===== src/rtl/membit_scan_reader.sv =====
// Scan reader for two AND-matched register banks: streams per-entry upper/lower
// half match bits over valid/ready in address order and reports a hit count.
module membit_scan_reader #(
    parameter int WIDTH  = 4,
    parameter int DEPTH  = 4,
    parameter int ADDR_W = 2
) (
    input  logic              clk,
    input  logic              reset,
    input  logic              wr_en,
    input  logic              wr_sel,
    input  logic [ADDR_W-1:0] wr_addr,
    input  logic [WIDTH-1:0]  wr_data,
    input  logic              start,
    output logic              busy,
    output logic              out_valid,
    input  logic              out_ready,
    output logic [ADDR_W-1:0] out_addr,
    output logic              out_hi,
    output logic              out_lo,
    output logic              done,
    output logic [ADDR_W:0]   hit_count
);

    localparam int                HALF      = WIDTH / 2;
    localparam logic [ADDR_W-1:0] LAST_ADDR = ADDR_W'(DEPTH - 1);

    typedef enum logic {
        IDLE,
        STREAM
    } state_t;

    state_t            state;
    logic [WIDTH-1:0]  bank_a [DEPTH];
    logic [WIDTH-1:0]  bank_b [DEPTH];
    logic [ADDR_W:0]   hit_acc;

    logic [ADDR_W-1:0] load_addr;
    logic [WIDTH-1:0]  load_match;
    logic              load_hi;
    logic              load_lo;
    logic              load_hit;

    // The entry about to be loaded: entry 0 when starting, otherwise the next one.
    // NOTE: every always_comb output gets a default first so no latch is inferred.
    always_comb begin
        load_addr = '0;
        if (state == STREAM) begin
            load_addr = out_addr + ADDR_W'(1);
        end
        load_match = bank_a[load_addr] & bank_b[load_addr];
        load_hi    = |load_match[WIDTH-1:HALF];
        load_lo    = |load_match[HALF-1:0];
        load_hit   = load_hi | load_lo;
    end

    // NOTE: the banks are small register files, so they are cleared on reset
    // like any other state rather than left uninitialised as a RAM would be.
    always_ff @(posedge clk or posedge reset) begin
        if (reset) begin
            for (int i = 0; i < DEPTH; i++) begin
                bank_a[i] <= '0;
                bank_b[i] <= '0;
            end
        end else if (wr_en) begin
            if (wr_sel) begin
                bank_b[wr_addr] <= wr_data;
            end else begin
                bank_a[wr_addr] <= wr_data;
            end
        end
    end

    // NOTE: non-blocking assignments here mean the load above sees the banks as
    // they were before this edge, so a same-edge write to the loaded entry is missed.
    always_ff @(posedge clk or posedge reset) begin
        if (reset) begin
            state     <= IDLE;
            busy      <= 1'b0;
            out_valid <= 1'b0;
            out_addr  <= '0;
            out_hi    <= 1'b0;
            out_lo    <= 1'b0;
            done      <= 1'b0;
            hit_count <= '0;
            hit_acc   <= '0;
        end else begin
            done <= 1'b0;
            case (state)
                IDLE: begin
                    if (start) begin
                        state     <= STREAM;
                        busy      <= 1'b1;
                        out_valid <= 1'b1;
                        out_addr  <= '0;
                        out_hi    <= load_hi;
                        out_lo    <= load_lo;
                        hit_acc   <= (ADDR_W + 1)'(load_hit);
                    end
                end
                STREAM: begin
                    // out_valid is always high here, so ready alone completes a beat.
                    if (out_ready) begin
                        if (out_addr == LAST_ADDR) begin
                            state     <= IDLE;
                            busy      <= 1'b0;
                            out_valid <= 1'b0;
                            done      <= 1'b1;
                            hit_count <= hit_acc;
                        end else begin
                            out_addr <= load_addr;
                            out_hi   <= load_hi;
                            out_lo   <= load_lo;
                            hit_acc  <= hit_acc + (ADDR_W + 1)'(load_hit);
                        end
                    end
                end
                default: state <= IDLE;
            endcase
        end
    end

endmodule


===== config.mk =====
export PLATFORM = sky130hd
export DESIGN_NAME = membit_scan_reader
export DESIGN_NICKNAME = d
export VERILOG_FILES = /design/src/rtl/membit_scan_reader.sv
export SDC_FILE = /design/constraint.sdc
export NUM_CORES = 1
export LEC_CHECK = 0
export BUFFER_PORTS_ARGS = -buffer_cell sky130_fd_sc_hd__buf_2
export CORE_UTILIZATION = 35
export CTS_CLUSTER_SIZE = 40
export DETAILED_ROUTE_END_ITERATION = 10
export GPL_TIMING_DRIVEN = 0
export PLACE_DENSITY = 0.49
export SYNTH_ARGS = -nofsm -noshare
export SYNTH_HDL_FRONTEND = slang
export SYNTH_SLANG_ARGS = --single-unit

===== constraint.sdc =====
create_clock -name clk -period 3.5 [get_ports clk]
set_clock_uncertainty 0.05 [all_clocks]
set_input_delay 0.175 -clock clk [delete_from_list [all_inputs] [get_ports clk]]
set_output_delay 0.175 -clock clk [all_outputs]
set_load 0.01 [all_outputs]

## Word-level counts from Yosys, hierarchy flattened

Cells that the tools add are included.

- Register bits: 45
- Bits in latches: 0
- RAM bits: 0
- ROM bits: 0
- Bits of input ports: 12
- Output and inout bits: 10
- Logic and storage cells: 78
- Memories kept: 0

- Add/subtract/negate cells: 2
- $mul: 0
- Divide/modulo/power cells: 0
- Magnitude comparators: 3
- Equal/unequal tests: 5
- Shift operators: 0
- Mux-type cells: 38
- Bitwise gates (word level): 6
- Reductions and logical operators: 8

Operators with widths:

| kind | number |
|---|---|
| bitwise mux 16 bit | 2 |
| two-way mux 4 bit | 5 |
| binary-select mux 4 bit (select 2 bit) | 2 |
| two-way mux 1 bit | 15 |
| two-way mux 3 bit | 3 |
| AND reduction 3 bit | 3 |
| demux 4 bit (select 2 bit) | 1 |
| two-way mux 2 bit | 4 |
| one-hot mux 1 bit (2 select lines) | 4 |
| >= comparator 3 bit, second input constant | 2 |
| inequality test 2 bit, second input constant | 3 |
| inverter 2 -> 3 bit | 2 |
| one-hot mux 3 bit (2 select lines) | 1 |
| bitwise AND 4 bit | 1 |
| one-hot mux 2 bit (2 select lines) | 1 |
| AND reduction 2 bit | 2 |
| OR reduction 2 bit | 2 |
| adder 3 x 1 -> 3 bit | 1 |
| < comparator 3 x 1 -> 1 bit, second input constant | 1 |
| adder 2 x 1 -> 2 bit, second input constant | 1 |
| equality test 2 bit, second input constant | 1 |
| inequality test 2 x 1 -> 1 bit, second input constant | 1 |
| inverter 1 bit | 2 |
| logical AND 1 bit | 1 |
| OR 1 bit | 1 |

## Depth between registers and ports, before layout

Gate-level depths: netlist of the first run.

- Word-level depth: 13
- Depth in mapped cells: 10
- Mapped depth without buffers: 10

## Worst setup path after synthesis of the first run

Ideal clock, no wire load.

- Kind: register to register
- Start point: reg out_addr[0]
- End point: reg hit_acc[0]
- Setup time: 140 ps
- Arrival time: 2208 ps
- Required time: 3310 ps
- Slack: 1102 ps
- Stages on the path, launching flop included: 10
- Path buffers: 0
- Period minus slack after synthesis: 2398 ps
- Cell sequence: dfrtp_1 > ha_1 > and2_1 > a221o_1 > a31oi_1 > nand2_1 > ha_1 > or3_1 > o21ai_0 > a31oi_1

- Longest elaborated chain between the ends: 13
- Elaborated cells between the ends (all ways): 21

RTL lines:

| element | RTL line | RTL |
|---|---|---|
| from (decl) | 18 | `output logic [ADDR_W-1:0] out_addr,` |
| from (signal assigned) | 111 | `out_addr <= load_addr;` |
| adder 2 x 1 -> 2 bit | 49 | `load_addr = out_addr + ADDR_W'(1);` |
| two-way mux 2 bit | 48 | `if (state == STREAM) begin` |
| inverter 2 -> 3 bit (not written as such) | 51 | `load_match = bank_a[load_addr] & bank_b[load_addr];` |
| binary-select mux 4 bit (select 2 bit) | 51 |  |
| two-way mux 4 bit (not written as such) (2 in a row) | 51 |  |
| bitwise AND 4 bit | 51 |  |
| OR reduction 2 bit (on tied branches) | 52, 53 |  |
| OR 1 bit | 54 | `load_hit = load_hi \| load_lo;` |
| adder 3 x 1 -> 3 bit | 114 | `hit_acc <= hit_acc + (ADDR_W + 1)'(load_hit);` |
| two-way mux 3 bit | 104 | `if (out_addr == LAST_ADDR) begin` |
| two-way mux 3 bit | 103 | `if (out_ready) begin` |
| one-hot mux 3 bit (2 select lines) | 89 | `case (state)` |
| to (signal assigned) | 98 | `hit_acc <= (ADDR_W + 1)'(load_hit);` |
| to (signal assigned) | 114 |  |
| to (decl) | 36 | `logic [ADDR_W:0] hit_acc;` |

Several ways; a longest one is shown, not always the timed one. The select of a mux whose other input is x is not followed.
A chain may end at the register's enable or synchronous reset.

## Final worst setup path of the first run

Same ends and word-level chain as after synthesis.

==> run metrics, run 1 <==
met2 Track Usage GR=24.7%; r2r startpoint=out_addr[0]$_DFFE_PP0P_; worst slack at placement=0.784 ns; hold buffer count at cts=0; hpwl dp=2.85 mm; Max Clk Rate=371 MHz; CP Capture Type=flip-flop; nets=191; CORE AREA=0.00527 mm2; post-route cell area=0.00224 mm2; leakage power=1.00 nW; Setup Crit Path Kind=reg2reg; Routed Antenna Nets=0; Area after DPL=0.00216 mm2; share of cells above drive strength 1=38.6%; fill count=510; number of port buffers=21; Slew HR=37.4%; first-pass GRT wire length=6.89 mm; worst-path fanout max=7; Worst VDD drop=0.245 mV; initial antenna violation count=0; Storage cell area=0.00113 mm2; Mean Syn Cell Area=13.3 um2; Clock Tree Root=clkbuf_8; CTS tree=done; Synth area leader=dfrtp_1; total grt overflow=0; violation count after the first detailed-route iteration=55; antenna diode count=0; initial core utilization=37.3%; distinct cell type count after synthesis=30; clock-pin slew on the worst setup and hold paths=0.08 ns; GR Util met3=3.93%; vias per cell=5.23; maxcap violations=0; min Tclk post-route=2.69 ns; vias in the first global route=1344; type of origin of the critical path=flip-flop; Min-Delay Path Class=in2async; area fraction of the dominant cell type after synthesis=57.3%; number of cell rows=26; setup TNS=0 ns; Mapped Nets=163; Seq/Total Area, Yosys=57.3%; Syn. warnings=0; clock sinks=45; Worst Max-Slew Pin Slew=0.937 ns; met1 Resource Use GR=20.3%; Synth Area in Simple Gates=10.6%; CTS max path bufs=2; area of the multi-input gates=810 um2; post-synthesis instance total=148; final hold violation count=0; Post-Synth Adder-Cell Area=1.91%; drt pass-1 iters=4; worst-skew pair later-pin latency=0.29 ns; worst setup path start=out_addr[0]$_DFFE_PP0P_; CTS resizes=0; status=completed; largest cells by area after synthesis=dfrtp_1, mux2_2, ha_1; pwr dens=763 mW/mm2; most common cell after layout, fill and taps aside=dfrtp_1; CP Cell Sequence=ha_1 > nand2_1 > a311oi_1 > o22a_1 > nand2_1 > ha_1 > or3_1 > o21ai_0 > a31oi_1; Die Wd=76.9 um; hold slack=0.0358 ns; complex-gate fraction of the synthesized area=8.66%; Crit path arrival time=2.80 ns; CP required=3.61 ns; Final Util=42.6%; Die Y=76.9 um; Avg WL per Cell=16.2 um; Routed WL=3.98 mm; Vias=1287; post-synthesis mux area share=20.0%; # setup viols final=0; main combinational cell family by area after synthesis=multiplexers; Final period util=77.0%; die area=0.00592 mm2; #FFs+latches synth=45; Most Crowded Layer GR=met2; gr usage total=15.4%; slowest CP cell=dfrtp_1; H-tree levels=2; largest net degree at the start of global routing=46; P&R area growth vs syn=14.2%; Netlist Area Pre-Place=0.00197 mm2; GP Congestion=0.739; CTS buffer count=5; Setup Buffers After CTS=0; Final Worst Setup Slack=0.806 ns; I/O Pins=22; slowest stage delay, CP=0.46 ns; RSZ-0062 raised after global routing=false; fin. max-slew vios=0; XOR/XNOR Fraction of Synth Area=0%; DRC violations left=0; most frequent cells in the layout=dfrtp_1, mux2_2, buf_2
power breakdown:
group          total (mW)  internal [mW]  switching, mW
clock network       0.319          0.157          0.162
logic               0.634          0.294          0.340
registers           0.760          0.670         0.0892
state kept, by name (all words and copies together) (netlist names), 2 cells and up:
signal and cells:
bank_b 16, hit_count 3, hit_acc 3, out_addr 2, bank_a 16
kinds of logic after synthesis:
| family | count (synthesis) |
|---|---|
| buffers and inverters | 6 |
| adders and majority gates | 3 |
| DFF | 45 |
| muxes | 35 |
| and+or+nand+nor | 34 |
| AOI/OAI and AO/OA | 25 |
per-layer routing:
metal,vias up,part of all wire (%)
li1,606,-
met3,4,3.6
met5,-,0
met4,0,0.85
met2,27,50
met1,650,46
Yosys cell counts, drive strengths merged:
cell,instances
and4b,1
nand4b,3
and3,1
ha,3
a21oi,6
o22a,1
nor3b,2
o21ai,6
and2,1
a22oi,1
a221o,2
nor3,2
dfrtp,45
inv,4
o211a,1
nand3,2
nand4,2
a221oi,2
or3,1
nor2,7
a31oi,2
mux2,34
buf,2
nor2b,1
mux2i,1
and3b,1
a211oi,1
nand2b,3
nand2,7
a311oi,3
metrics by stage:
step | power [mW] | std cells
final | 1.71 | 246
after global routing | 1.86 | 246
after CTS | 1.74 | 246
after detailed placement | 1.42 | 239
after global placement | 1.39 | 239
after floorplan | 1.20 | 148
cell type report:
cell class	count	area share (%)
Sequential cell	45	50.2
Buffer	2	0.669
Timing Repair Buffer	21	4.68
Tap cell	70	3.90
Multi-Input combinational cell	97	36.1
Inverter	4	0.669
Clock buffer	7	3.85
worst max-delay path, delay by kind of cell (launching register included):
family | cells | cell delay, ns
fa+ha+maj | 2 | 0.73
compound gates | 4 | 0.74
simple gates | 3 | 0.57
flops | 1 | 0.46
worst paths after layout:
kind	to	slack, ns	cells after the start
max in group asynchronous	bank_a[4]$_DFFE_PP0P_	2.77	2
hold reg to reg	hit_count[1]$_DFFE_PP0P_	0.43	2
setup reg to reg	hit_acc[0]$_DFFE_PP0P_	0.81	9
min in group clk	out_valid$_DFFE_PP0P_	0.11	3
hold / removal	hit_acc[2]$_DFFE_PP0P_	0.04	2
setup / recovery	hit_acc[0]$_DFFE_PP0P_	0.81	9
(Power assumes the default switching activity.)
==> inputs of run 2 (changes only) <==
Clock period 3.5 ns to 2.6 ns, I/O delays scaled along.
==> run 2 against run 1 <==
  * The flow now finishes with violations (hold timing)
  * Final area up 1.9%
  * Final cell count rose by 0.41%
  * Non-clock buffer count up 1
  * Count of clock-buffer cells in the layout is the same
  * Register-to-register slack lost 0.67 ns
  * Clock power grew 34%
  * Critical path depth did not move
  * Worst setup slack got worse by 0.67 ns
  * Routed wire length rose by 0.80%
  * Via count increased by 1.1%
  * Combinational power rose by 48%
  * Global-route usage increased by 0.15 points
  * Critical endpoint unchanged
  * Largest power group unchanged
==> run metrics, run 2 (same netlist as run 1, synthesis figures left out) <==
worst slack at placement=-0.116 ns (-0.900 ns); vias per cell=5.27 (+0.68%); min Tclk post-route=2.47 ns (-0.228 ns); Worst VDD drop=0.325 mV (+33%); I/O Pins=22 (unchanged); hpwl dp=2.85 mm (unchanged); Combinational Power Share=39.2% (+2.2 points); Min-Delay Path Class=in2async; sequential power share=43.0% (-1.4 points); most common cell after layout, fill and taps aside=dfrtp_1; final hold violation count=5 (+5); register-to-register setup slack=0.13 ns (-0.67 ns); Routed WL=4.01 mm (+0.80%); drt pass-1 iters=4 (unchanged); fill count=506 (-0.78%); hold slack=-0.00369 ns (-0.0395 ns); P&R area growth vs syn=16.4%; Clock Tree Root=clkbuf_8; CP Capture Type=flip-flop; die area=0.00592 mm2 (unchanged); FF-to-FF End=hit_acc[0]$_DFFE_PP0P_; DRC violations left=0 (unchanged); Max Clk Rate=405 MHz (+9.2%); area of the multi-input gates=843 um2 (+4.2%); Vias=1301 (+1.1%); CTS tree=done; most frequent cells in the layout=dfrtp_1, mux2_2, buf_2; number of cell rows=26 (unchanged); CTS max path bufs=2 (unchanged); Crit path arrival time=2.57 ns (-0.23 ns); Slew HR=37.2% (-0.23 points); setup TNS=0 ns (unchanged); # setup viols final=0 (unchanged); Final Worst Setup Slack=0.134 ns (-0.672 ns); status=finished, violations left; H-tree levels=2 (unchanged); leakage power=1.01 nW (+0.66%); initial core utilization=37.3% (unchanged); Storage cell area=0.00113 mm2 (+0.11%); nets=192 (+0.52%); Reg2Reg Depth=9 (unchanged); CP required=2.70 ns (-0.91 ns); Die Y=76.9 um (unchanged); fin. max-slew vios=0 (unchanged); worst-skew pair later-pin latency=0.29 ns (about the same); GP Congestion=0.739 (unchanged); power consumption=2.40 mW (+40%); total grt overflow=0 (unchanged); slowest CP cell=dfrtp_2; gr usage total=15.5% (+0.15 points); Worst Max-Slew Pin Slew=0.940 ns (+0.00344 ns); first-pass GRT wire length=6.97 mm (+1.2%); pwr dens=1050 mW/mm2 (+37%); Net Sw Power=830 uW (+41%); Largest regs=bank_a x16, bank_b x16; violated checks=hold timing; CORE AREA=0.00527 mm2 (unchanged); Final period util=94.9% (+18 points); share of cells above drive strength 1=42.4% (+3.7 points); type of origin of the critical path=flip-flop; clock-pin slew on the worst setup and hold paths=0.08 ns (about the same); Routed Antenna Nets=0 (unchanged); CP Cell Sequence=ha_4 > and2_1 > a221o_1 > a31oi_2 > nand2_1 > ha_1 > or3_1 > o21ai_0 > a31oi_1; number of port buffers=21 (unchanged); worst setup path start=out_addr[0]$_DFFE_PP0P_; slowest stage delay, CP=0.46 ns (about the same); switching share of total power=34.6% (+0.12 points); Setup Crit Path Kind=reg2reg; largest net degree at the start of global routing=46 (unchanged); r2r startpoint=out_addr[0]$_DFFE_PP0P_; Final Util=43.4% (+0.81 points); P_int=1.57 mW (+40%); worst-path fanout max=7 (unchanged); maxcap violations=0 (unchanged); antenna diode count=0 (unchanged); clock sinks=45 (unchanged); CTS buffer count=5 (unchanged); initial antenna violation count=0 (unchanged); Die Wd=76.9 um (unchanged); Avg WL per Cell=16.2 um (+0.40%); vias in the first global route=1361 (+1.3%); violation count after the first detailed-route iteration=52 (-5.5%); clock power share=17.8% (-0.8 points); critical path endpoint=hit_acc[0]$_DFFE_PP0P_; RSZ-0062 raised after global routing=false
-- run 2: final cells by class --
class | count | share of cell area, %
Sequential cell | 45 | 49.3
Buffer | 2 | 0.656
Tap cell | 70 | 3.83
Inverter | 4 | 0.656
Clock buffer | 7 | 3.77
Multi-Input combinational cell | 97 | 36.9
Timing Repair Buffer | 22 | 4.92
-- run 2: layer usage --
layer	routed length, um	global-route usage, %
met1	1870	20.3
met2	2010	25.2
met3	109	3.93
met4	24	4.81
met5	0	0
-- run 2: worst max-delay path, delay by kind of cell (launching register included) --
kind                     cells  cell delay, ns
AO/OA/AOI/OAI                4            0.64
AND/OR/NAND/NOR              3            0.62
adder cells (fa/ha/maj)      2            0.56
flip-flops                   1            0.46
-- run 2: how the worst min path moves through the flow --
stage	startpoint	endpoint	slack, ns	cells after the start
floorplan	wr_data[0]	bank_b[0]$_DFFE_PP0P_	0.23	1
global placement	start	out_valid$_DFFE_PP0P_	0.36	3
detailed placement	reset	hit_acc[2]$_DFFE_PP0P_	0.35	2
CTS	reset	hit_acc[2]$_DFFE_PP0P_	0.03	2
global route	reset	hit_acc[2]$_DFFE_PP0P_	0.06	2
finish	reset	hit_acc[2]$_DFFE_PP0P_	-0.004	2
-- run 2: metrics by stage --
| stage | instances | area, um2 |
|---|---|---|
| after floorplan | 148 | 1970 |
| after global routing | 247 | 2290 |
| after CTS | 246 | 2260 |
| after detailed placement | 239 | 2160 |
| final | 247 | 2290 |
| after global placement | 239 | 2160 |
-- run 2: timing repair --
action | 4_1_cts | 5_1_grt
pin swaps | 0 | 1
hold buffers | 0 | 0
gates resized for setup | 2 | 5
endpoints found under the setup margin | 2 | 3
setup buffers | 0 | 1
gates cloned | 0 | 0
-- run 2: power groups by stage --
stage | Combinational, mW | Clock (mW) | Sequential (mW)
after detailed placement | 0.872 | 0 | 1.04
after global placement | 0.847 | 0 | 1.02
after CTS | 0.900 | 0.447 | 1.03
after global routing | 1.06 | 0.490 | 1.06
final | 0.939 | 0.426 | 1.03
after floorplan | 0.578 | 0 | 1.04
